### src/rtl/aes_key_sched_ctrl.sv
// Iterative AES-128/AES-256 key-expansion sequencer: steps a shared one-round key
// datapath and streams each round key into the round-key store.
module aes_key_sched_ctrl #(
    parameter int RK_LAT = 0
) (
    input  logic         clk,
    input  logic         rst_n,
    input  logic         i_start,
    input  logic         i_abort,
    input  logic [1:0]   i_mode,
    input  logic [127:0] i_key_lo,
    input  logic [127:0] i_key_hi,
    output logic         o_busy,
    output logic         o_done,
    output logic         o_err,
    output logic [3:0]   o_rk_rd,
    output logic [1:0]   o_rk_mode,
    output logic [127:0] o_rk_prev_key,
    output logic [127:0] o_rk_current_key,
    input  logic [127:0] i_rk_round_key,
    output logic         o_wr_en,
    output logic [3:0]   o_wr_addr,
    output logic [127:0] o_wr_data
);

    localparam int         LW       = (RK_LAT < 1) ? 1 : $clog2(RK_LAT + 1);
    localparam logic [1:0] MODE_128 = 2'b00;
    localparam logic [1:0] MODE_256 = 2'b10;

    typedef enum logic [2:0] {
        S_IDLE,
        S_LOAD0,
        S_LOAD1,
        S_CALC,
        S_DONE
    } state_t;

    state_t         r_state;
    logic [3:0]     r_step;
    logic [LW-1:0]  r_lat;
    logic           r_busy;
    logic           r_done;
    logic           r_err;
    logic [1:0]     r_mode;
    logic [127:0]   r_prev;
    logic [127:0]   r_cur;
    logic           r_wr_en;
    logic [3:0]     r_wr_addr;
    logic [127:0]   r_wr_data;

    logic           w_last_round;
    logic           w_step_final;

    assign w_last_round = (r_mode == MODE_256) ? (r_step == 4'd14) : (r_step == 4'd10);
    // The datapath result is only trusted on the last cycle of the hold window.
    assign w_step_final = (r_lat == LW'(RK_LAT));

    always_ff @(posedge clk) begin
        if (!rst_n) begin
            r_state   <= S_IDLE;
            r_step    <= 4'd0;
            r_lat     <= '0;
            r_busy    <= 1'b0;
            r_done    <= 1'b0;
            r_err     <= 1'b0;
            r_mode    <= 2'b00;
            r_prev    <= '0;
            r_cur     <= '0;
            r_wr_en   <= 1'b0;
            r_wr_addr <= 4'd0;
            r_wr_data <= '0;
        end else begin
            r_done  <= 1'b0;
            r_err   <= 1'b0;
            r_wr_en <= 1'b0;
            if (r_state != S_IDLE && i_abort) begin
                r_state <= S_IDLE;
                r_busy  <= 1'b0;
                r_lat   <= '0;
            end else begin
                case (r_state)
                    S_IDLE: begin
                        r_busy <= 1'b0;
                        if (!i_abort && i_start) begin
                            if (i_mode == MODE_128 || i_mode == MODE_256) begin
                                r_mode  <= i_mode;
                                r_busy  <= 1'b1;
                                r_state <= S_LOAD0;
                            end else begin
                                r_err <= 1'b1;
                            end
                        end
                    end
                    S_LOAD0: begin
                        r_wr_en   <= 1'b1;
                        r_wr_addr <= 4'd0;
                        r_wr_data <= i_key_lo;
                        if (r_mode == MODE_256) begin
                            r_state <= S_LOAD1;
                        end else begin
                            r_prev  <= i_key_lo;
                            r_cur   <= i_key_lo;
                            r_step  <= 4'd1;
                            r_lat   <= '0;
                            r_state <= S_CALC;
                        end
                    end
                    S_LOAD1: begin
                        r_wr_en   <= 1'b1;
                        r_wr_addr <= 4'd1;
                        r_wr_data <= i_key_hi;
                        r_prev    <= i_key_lo;
                        r_cur     <= i_key_hi;
                        r_step    <= 4'd2;
                        r_lat     <= '0;
                        r_state   <= S_CALC;
                    end
                    S_CALC: begin
                        if (w_step_final) begin
                            r_wr_en   <= 1'b1;
                            r_wr_addr <= r_step;
                            r_wr_data <= i_rk_round_key;
                            r_lat     <= '0;
                            if (w_last_round) begin
                                r_done  <= 1'b1;
                                r_state <= S_DONE;
                            end else begin
                                r_step <= r_step + 4'd1;
                                // AES-256 needs the key two rounds back; AES-128 only the last one.
                                if (r_mode == MODE_256) begin
                                    r_prev <= r_cur;
                                end else begin
                                    r_prev <= i_rk_round_key;
                                end
                                r_cur <= i_rk_round_key;
                            end
                        end else begin
                            r_lat <= r_lat + LW'(1);
                        end
                    end
                    S_DONE: begin
                        r_busy  <= 1'b0;
                        r_state <= S_IDLE;
                    end
                    default: begin
                        r_busy  <= 1'b0;
                        r_state <= S_IDLE;
                    end
                endcase
            end
        end
    end

    assign o_busy           = r_busy;
    assign o_done           = r_done;
    assign o_err            = r_err;
    assign o_rk_rd          = r_step;
    assign o_rk_mode        = r_mode;
    assign o_rk_prev_key    = r_prev;
    assign o_rk_current_key = r_cur;
    assign o_wr_en          = r_wr_en;
    assign o_wr_addr        = r_wr_addr;
    assign o_wr_data        = r_wr_data;

endmodule

### config.mk
export PLATFORM = sky130hd
export DESIGN_NAME = aes_key_sched_ctrl
export DESIGN_NICKNAME = d
export VERILOG_FILES = /design/src/rtl/aes_key_sched_ctrl.sv
export SDC_FILE = /design/constraint.sdc
export NUM_CORES = 1
export LEC_CHECK = 0
export ABC_AREA = 0
export BUFFER_PORTS_ARGS = -buffer_cell sky130_fd_sc_hd__clkbuf_2
export CAP_MARGIN = 20
export CORE_AREA = 2 2 305 307
export CTS_BUF_LIST = sky130_fd_sc_hd__clkbuf_8
export DETAILED_ROUTE_END_ITERATION = 6
export DIE_AREA = 0 0 307 309
export GPL_ROUTABILITY_DRIVEN = 0
export PLACE_DENSITY = 0.48
export SKIP_CTS_REPAIR_TIMING = 1
export SLEW_MARGIN = 15
export SYNTH_ARGS = -nofsm -noshare
export SYNTH_HDL_FRONTEND = slang
export SYNTH_SLANG_ARGS = --single-unit
export TNS_END_PERCENT = 5
### constraint.sdc
create_clock -name clk -period 3.2 [get_ports clk]
set_input_delay 0.64 -clock clk [delete_from_list [all_inputs] [get_ports clk]]
set_output_delay 0.64 -clock clk [all_outputs]
set_load 0.02 [all_outputs]
==> summary.md, run 1 <==
| Metric | Value |
|---|---|
| CTS root buf | clkbuf_8 |
| Most frequent cell after synthesis | nand2_1 |
| Path depth of the worst reg2reg path | 6 |
| DIE AREA | 0.0949 mm^2 |
| PortBufs | 787 |
| First-pass GRT wire length | 118000 um |
| Clock Sinks | 401 |
| Slew Limit Headroom | 42.2% |
| R2r startpoint | o_rk_rd[1] |
| Achievable Freq | 406 MHz |
| P_leak | 11.8 nW |
| H-tree lvl count | 3 |
| Chip height | 309 um |
| Nets | 3323 |
| Pin count of the biggest net entering global routing | 143 |
| Worst Path Required | 3.79 ns |
| CP Class | reg2reg |
| DRC Markers | 0 |
| Clock slew at reported path FFs | 0.06 ns |
| Fin crit share | 77.0% |
| Vias/cell | 4.53 |
| Final WS setup | 0.737 ns |
| Status | complete, no violations |
| Final Hold Vio Count | 0 |
| Synthesized cell area | 0.0186 mm^2 |
| Synth area leaders | dfxtp_1, mux2i_1, nand2_1 |
| 1st-pass router iterations | 6 |
| Syn Nets | 2610 |
| CTS max path bufs | 3 |
| DR vias | 18.9k |
| Tmin final | 2.46 ns |
| Top FF cell, synth | dfxtp_1 |
| Hold path start | i_key_lo[119] |
| R2R setup slack | 0.74 ns |
| Dpl hpwl | 59100 um |
| Max-slew violations | 0 |
| Crit-path max FO | 129 |
| Site row count | 111 |
| Power Density | 497 mW/mm^2 |
| Post-synth EDFFs | 0 |
| Syn Area/Cell | 8.41 um^2 |
| Hold depth | 2 |
| Critical Path AT | 3.05 ns |
| Vias in the first global route | 18.3k |
| CP startpoint kind | flop |
| TNS Setup | 0 ns |
| Setup crit end kind | flop |
| Placement Setup Slack | 0.673 ns |
| Post-synth top area share | 43.1% |
| RSZ-0062 raised after global routing | false |
| Hold Path End | o_rk_prev_key[119] |
| Io pins | 788 |
| Worst flop-to-flop path endpoint | o_rk_prev_key[101] |
| Die width | 307 um |
| Setup Skew | 0.0346 ns |
| Initial Util | 20.4% |
| Synth-to-layout area growth | 35.9% |
| Post-Route WL | 81500 um |
| TritonCTS buffer count | 80 |
| Final setup vio count | 0 |
| Sequential-to-total area share from yosys stat | 43.1% |
| Simple-gate share of the synthesized area | 17.6% |
| Yosys warning count | 0 |
| Core area | 0.0914 mm^2 |
| Hold WC Path Type | in2reg |
| Commonest cells post-synth | nand2_1, dfxtp_1, mux2i_1 |
| Synth Area in Compound Gates | 19.9% |
| Post-synth ARST share | 0% |
| Synth Register Bits | 401 |
| Multiplexer share of the synthesized area | 13.8% |
| Largest family of logic cells by synthesized area | compound AO/OA/AOI/OAI gates |
| Synthesized instance count | 2218 |
| Worst Max-Slew Pin Slew | 0.866 ns |
| Synth Area in XOR/XNOR | 0.0872% |
| Adder-cell area share of the yosys netlist | 0.134% |
| Dominant cell type by area after synthesis | dfxtp_1 |
| Layout cells sized above 1 | 32.2% |
| Peak VDD IR | 0.000215 V |
| CTS tree | yes |
| Unique masters post-synth | 43 |
| Initial antenna violation count | 5 |
| WL per Instance | 19.5 um |
| Gr ovfl total | 0 |
| Total Routing Usage GR | 16.2% |
| Iter 0 DRT Violations | 1118 |
| Hold slack | 0.215 ns |
| Final ANT Viol Nets | 0 |
| Max-Cap Viols | 0 |
| Clock Latency Late Sink | 0.66 ns |
==> routing by layer <==
metal | routed length, um | part of all wire (%) | global-route usage, % | vias to the layer above
li1 | - | - | - | 9213
met1 | 35300 | 43 | 20.3 | 8853
met2 | 38400 | 47 | 27.2 | 700
met3 | 5410 | 6.6 | 3.98 | 146
met4 | 2360 | 2.9 | 5.34 | 0
met5 | 0 | 0 | 0 | -
==> sequential cells by signal, indices dropped and copies added, names as in the netlist <==
| register | cells |
|---|---|
| o_wr_data | 128 |
| o_rk_current_key | 128 |
| o_done | 1 |
| o_err | 1 |
| o_rk_rd | 4 |
| o_rk_prev_key | 128 |
| o_wr_addr | 4 |
| o_rk_mode | 2 |
| r_state | 3 |
| o_wr_en | 1 |
| o_busy | 1 |
==> final cells by class <==
cell class	count	area, um^2
Multi-Input combinational cell	1609	9660
Clock inverter	39	204
Inverter	3	11.3
Antenna cell	3	7.51
Clock buffer	99	1360
Timing Repair Buffer	836	4580
Tap cell	1186	1480
Sequential cell	401	8030
Fill cell	10047	66000
==> worst max-delay path: stages, from the launching register on <==
cell and delay (ns):
dfxtp_1 0.53, ha_1 0.21, nand2_1 0.14, o31a_4 0.43
nor2b_4 0.13, buf_12 0.46, a221o_1 0.27
==> cell usage in the layout (no fill, tap or decap), types with 32 or more instances in the layout <==
cell type  Yosys  routed
o21ai_1       35      35
inv_1          3      32
dfxtp_1      401     400
a21boi_1      48      48
nor2_1       135     135
clkbuf_8       0      99
nand2_1      525     524
o21ai_0      226     226
clkbuf_2       0     786
a221o_1      128     128
a21boi_0      81      81
mux2i_1      257     257
nand3_1      131     131
==> through the flow <==
stage	total power [mW]	std cells	area, um^2	utilization (%)
global placement	7.44	4035	23800	26.0
detailed placement	7.44	4035	23800	26.0
finish	12.6	4176	25300	27.7
global route	13.2	4175	25300	27.7
CTS	12.8	4173	25300	27.7
floorplan	6.54	2218	18600	-
==> power breakdown <==
part           internal (mW)  leakage, nW  switching, mW  total (mW)
logic                  0.726         7.67           1.23        1.96
registers               5.20         3.25          0.156        5.35
clock network           2.86        0.916           2.41        5.27
==> worst max-delay path by stage <==
stage	slack, ns	endpoint	cells past startpoint	from
6_report	0.74	o_rk_prev_key[101]	6	o_rk_rd[1]
5_1_grt	0.66	o_rk_prev_key[70]	6	o_rk_rd[1]
4_1_cts	0.77	o_rk_prev_key[91]	6	o_rk_rd[1]
3_5_place_dp	0.67	o_rk_prev_key[101]	7	i_abort
3_3_place_gp	0.73	o_rk_prev_key[102]	7	i_abort
2_1_floorplan	1.23	o_rk_prev_key[0]	7	i_abort
==> logic make-up (layout without fill, tap and decap cells) <==
| kind of cell | Yosys count | in the layout |
|---|---|---|
| and+or+nand+nor | 813 | 813 |
| AOI/OAI and AO/OA | 536 | 536 |
| DFF | 401 | 401 |
| muxes | 257 | 257 |
| buffers and inverters | 208 | 977 |
| adders and majority gates | 2 | 2 |
| xor gates and xnor gates | 1 | 1 |
| other | 0 | 3 |
Power figures use the tool's default switching activity.
==> run 2: changes to the inputs <==
clock period = 2.35 ns   (was 3.2 ns; I/O delays follow)
==> summary.md, run 2 (synthesized netlist as in run 1, its figures left out) <==
| Metric | Value |
|---|---|
| Status | complete, no violations (unchanged) |
| Multi-input logic area | 0.00966 mm^2 (unchanged) |
| Final ANT Viol Nets | 0 (unchanged) |
| Hold slack | 0.0527 ns (was 0.215 ns) |
| Most frequent cells in the layout | clkbuf_2, nand2_1, dfxtp_1, mux2i_1, o21ai_0 (unchanged) |
| Combinational share of power | 16.3% (was 15.6%) |
| Power Density | 661 mW/mm^2 (was 497 mW/mm^2) |
| Worst path bufs/invs | 3 (was 1) |
| CP Class | reg2reg (unchanged) |
| Net Sw Frac | 29.6% (was 30.2%) |
| First-pass GRT wire length | 118000 um (about the same) |
| H-tree lvl count | 3 (unchanged) |
| Vias/cell | 4.48 (was 4.53) |
| Slowest cell on crit path | o31a_4 (was dfxtp_1) |
| Storage cell area | 0.00803 mm^2 (unchanged) |
| Hold WC Path Type | in2reg (unchanged) |
| Core area | 0.0914 mm^2 (unchanged) |
| P_leak | 12.3 nW (was 11.8 nW) |
| Initial antenna violation count | 4 (was 5) |
| R2r startpoint | o_rk_rd[0] (was o_rk_rd[1]) |
| Worst Path Required | 2.93 ns (was 3.79 ns) |
| CTS root buf | clkbuf_8 (unchanged) |
| Achievable Freq | 457 MHz (was 406 MHz) |
| Clock slew at reported path FFs | 0.06 ns (about the same) |
| Utilization after layout | 28.7% (was 27.7%) |
| Pin count of the biggest net entering global routing | 155 (was 143) |
| Dpl hpwl | 61000 um (was 59100 um) |
| DR vias | 19.1k (was 18.9k) |
| Clock Sinks | 401 (unchanged) |
| Tmin final | 2.19 ns (was 2.46 ns) |
| Gr ovfl total | 0 (unchanged) |
| Setup Skew | 0.0374 ns (was 0.0346 ns) |
| Crit-path max cell delay | 0.43 ns (was 0.53 ns) |
| Path depth of the worst reg2reg path | 8 (was 6) |
| Post-Route WL | 81900 um (was 81500 um) |
| R2R setup slack | 0.16 ns (was 0.74 ns) |
| Vias in the first global route | 18.3k (about the same) |
| DIE AREA | 0.0949 mm^2 (unchanged) |
| Critical Path AT | 2.77 ns (was 3.05 ns) |
| PortBufs | 787 (unchanged) |
| Synth-to-layout area growth | 40.8% (was 35.9%) |
| Max-slew violations | 0 (unchanged) |
| Site row count | 111 (unchanged) |
| Critical Path Stages | 8 (was 6) |
| Layout cells sized above 1 | 32.8% (was 32.2%) |
| Slew Limit Headroom | 44.0% (was 42.2%) |
| Setup crit end kind | flop (unchanged) |
| Initial Util | 20.4% (unchanged) |
| Fill count | 10.0k (about the same) |
| CP Launch Point | o_rk_rd[0] (was o_rk_rd[1]) |
| Clock Latency Late Sink | 0.67 ns (was 0.66 ns) |
| Final Hold Vio Count | 0 (unchanged) |
| Crit-path max FO | 37 (was 129) |
| Iter 0 DRT Violations | 1281 (was 1118) |
| Die width | 307 um (unchanged) |
| Final setup vio count | 0 (unchanged) |
| Worst Max-Slew Pin Slew | 0.840 ns (was 0.866 ns) |
| Crit path to | o_rk_prev_key[120] (was o_rk_prev_key[101]) |
| 1st-pass router iterations | 5 (was 6) |
| Seq pwr share | 42.1% (was 42.6%) |
| Peak VDD IR | 0.000269 V (was 0.000215 V) |
| Nets | 3415 (was 3323) |
| Fin crit share | 93.0% (was 77.0%) |
| WL per Instance | 19.2 um (was 19.5 um) |
| Crit path cell chain | inv_1 -> ha_1 -> nand2_1 -> o31a_4 -> nor2b_4 -> buf_12 -> buf_12 -> a221o_1 (was ha_1 -> nand2_1 -> o31a_4 -> nor2b_4 -> buf_12 -> a221o_1) |
| Clock network fraction of total power | 41.6% (was 41.9%) |
| Crit path top cell by count | buf_12 |
| Commonest non-fill, non-tap cell in the layout | clkbuf_2 (unchanged) |
| TNS Setup | 0 ns (unchanged) |
| CP startpoint kind | flop (unchanged) |
| CTS tree | yes (unchanged) |
| Psw | 5.14 mW (was 3.80 mW) |
| TritonCTS buffer count | 79 (was 80) |
| RSZ-0062 raised after global routing | false (unchanged) |
| Cell Int Power | 12.2 mW (was 8.79 mW) |
| Pwr Total | 17.4 mW (was 12.6 mW) |
| DRC Markers | 0 (unchanged) |
| CTS max path bufs | 3 (unchanged) |
| Chip height | 309 um (unchanged) |
| Max-Cap Viols | 0 (unchanged) |
| Total Routing Usage GR | 16.2% (about the same) |
| CP top delay family | compound AO/OA/AOI/OAI gates (unchanged) |
| Worst flop-to-flop path endpoint | o_rk_prev_key[120] (was o_rk_prev_key[101]) |
| Io pins | 788 (unchanged) |
-- run 2: how the worst min path moves through the flow --
stage,start,end,slack (ns),cells past startpoint
5_1_grt,i_key_lo[74],o_rk_prev_key[74],-0.0003,2
6_report,i_key_lo[63],o_rk_prev_key[63],0.05,2
3_3_place_gp,o_wr_data[65],o_wr_data[65],0.44,2
2_1_floorplan,r_state[0],o_done,0.51,2
4_1_cts,i_key_lo[20],o_rk_prev_key[20],-0.05,2
3_5_place_dp,o_wr_data[111],o_wr_data[111],0.44,2
-- run 2: metal layers --
metal / GRT usage [%] / vias up / share of wire (%) / wire [um]
met5: 0 / - / 0.016 / 13
met2: 26.8 / 702 / 47 / 38500
met4: 5.99 / 2 / 3.1 / 2550
met1: 20.3 / 8881 / 43 / 35300
li1: - / 9398 / - / -
met3: 4.28 / 140 / 6.8 / 5550
-- run 2: cell type report --
cell class / count / area share (%)
multi-input combinational: 1609 / 36.8
sequential: 401 / 30.6
timing repair buffer: 929 / 20.8
tap: 1186 / 5.65
clock buffer: 96 / 5.03
clock inverter: 40 / 1.03
inverter: 3 / 0.0429
antenna: 2 / 0.0191
-- run 2: metrics by stage --
step                setup WS (ns)  cells  instance area (um^2)
floorplan                   0.389   2218                 18600
global placement            0.234   4086                 24200
detailed placement          0.210   4086                 24200
CTS                         0.153   4222                 25800
global route               0.0450   4265                 26200
finish                      0.163   4266                 26300
-- run 2: power by group through the flow --
stage	Combinational (mW)	Sequential [mW]	Clock [mW]
final	2.83	7.30	7.22
after global routing	3.07	7.32	7.84
after CTS	2.81	7.30	7.53
after detailed placement	2.80	7.44	0
after global placement	2.80	7.44	0
after floorplan	1.21	7.70	0
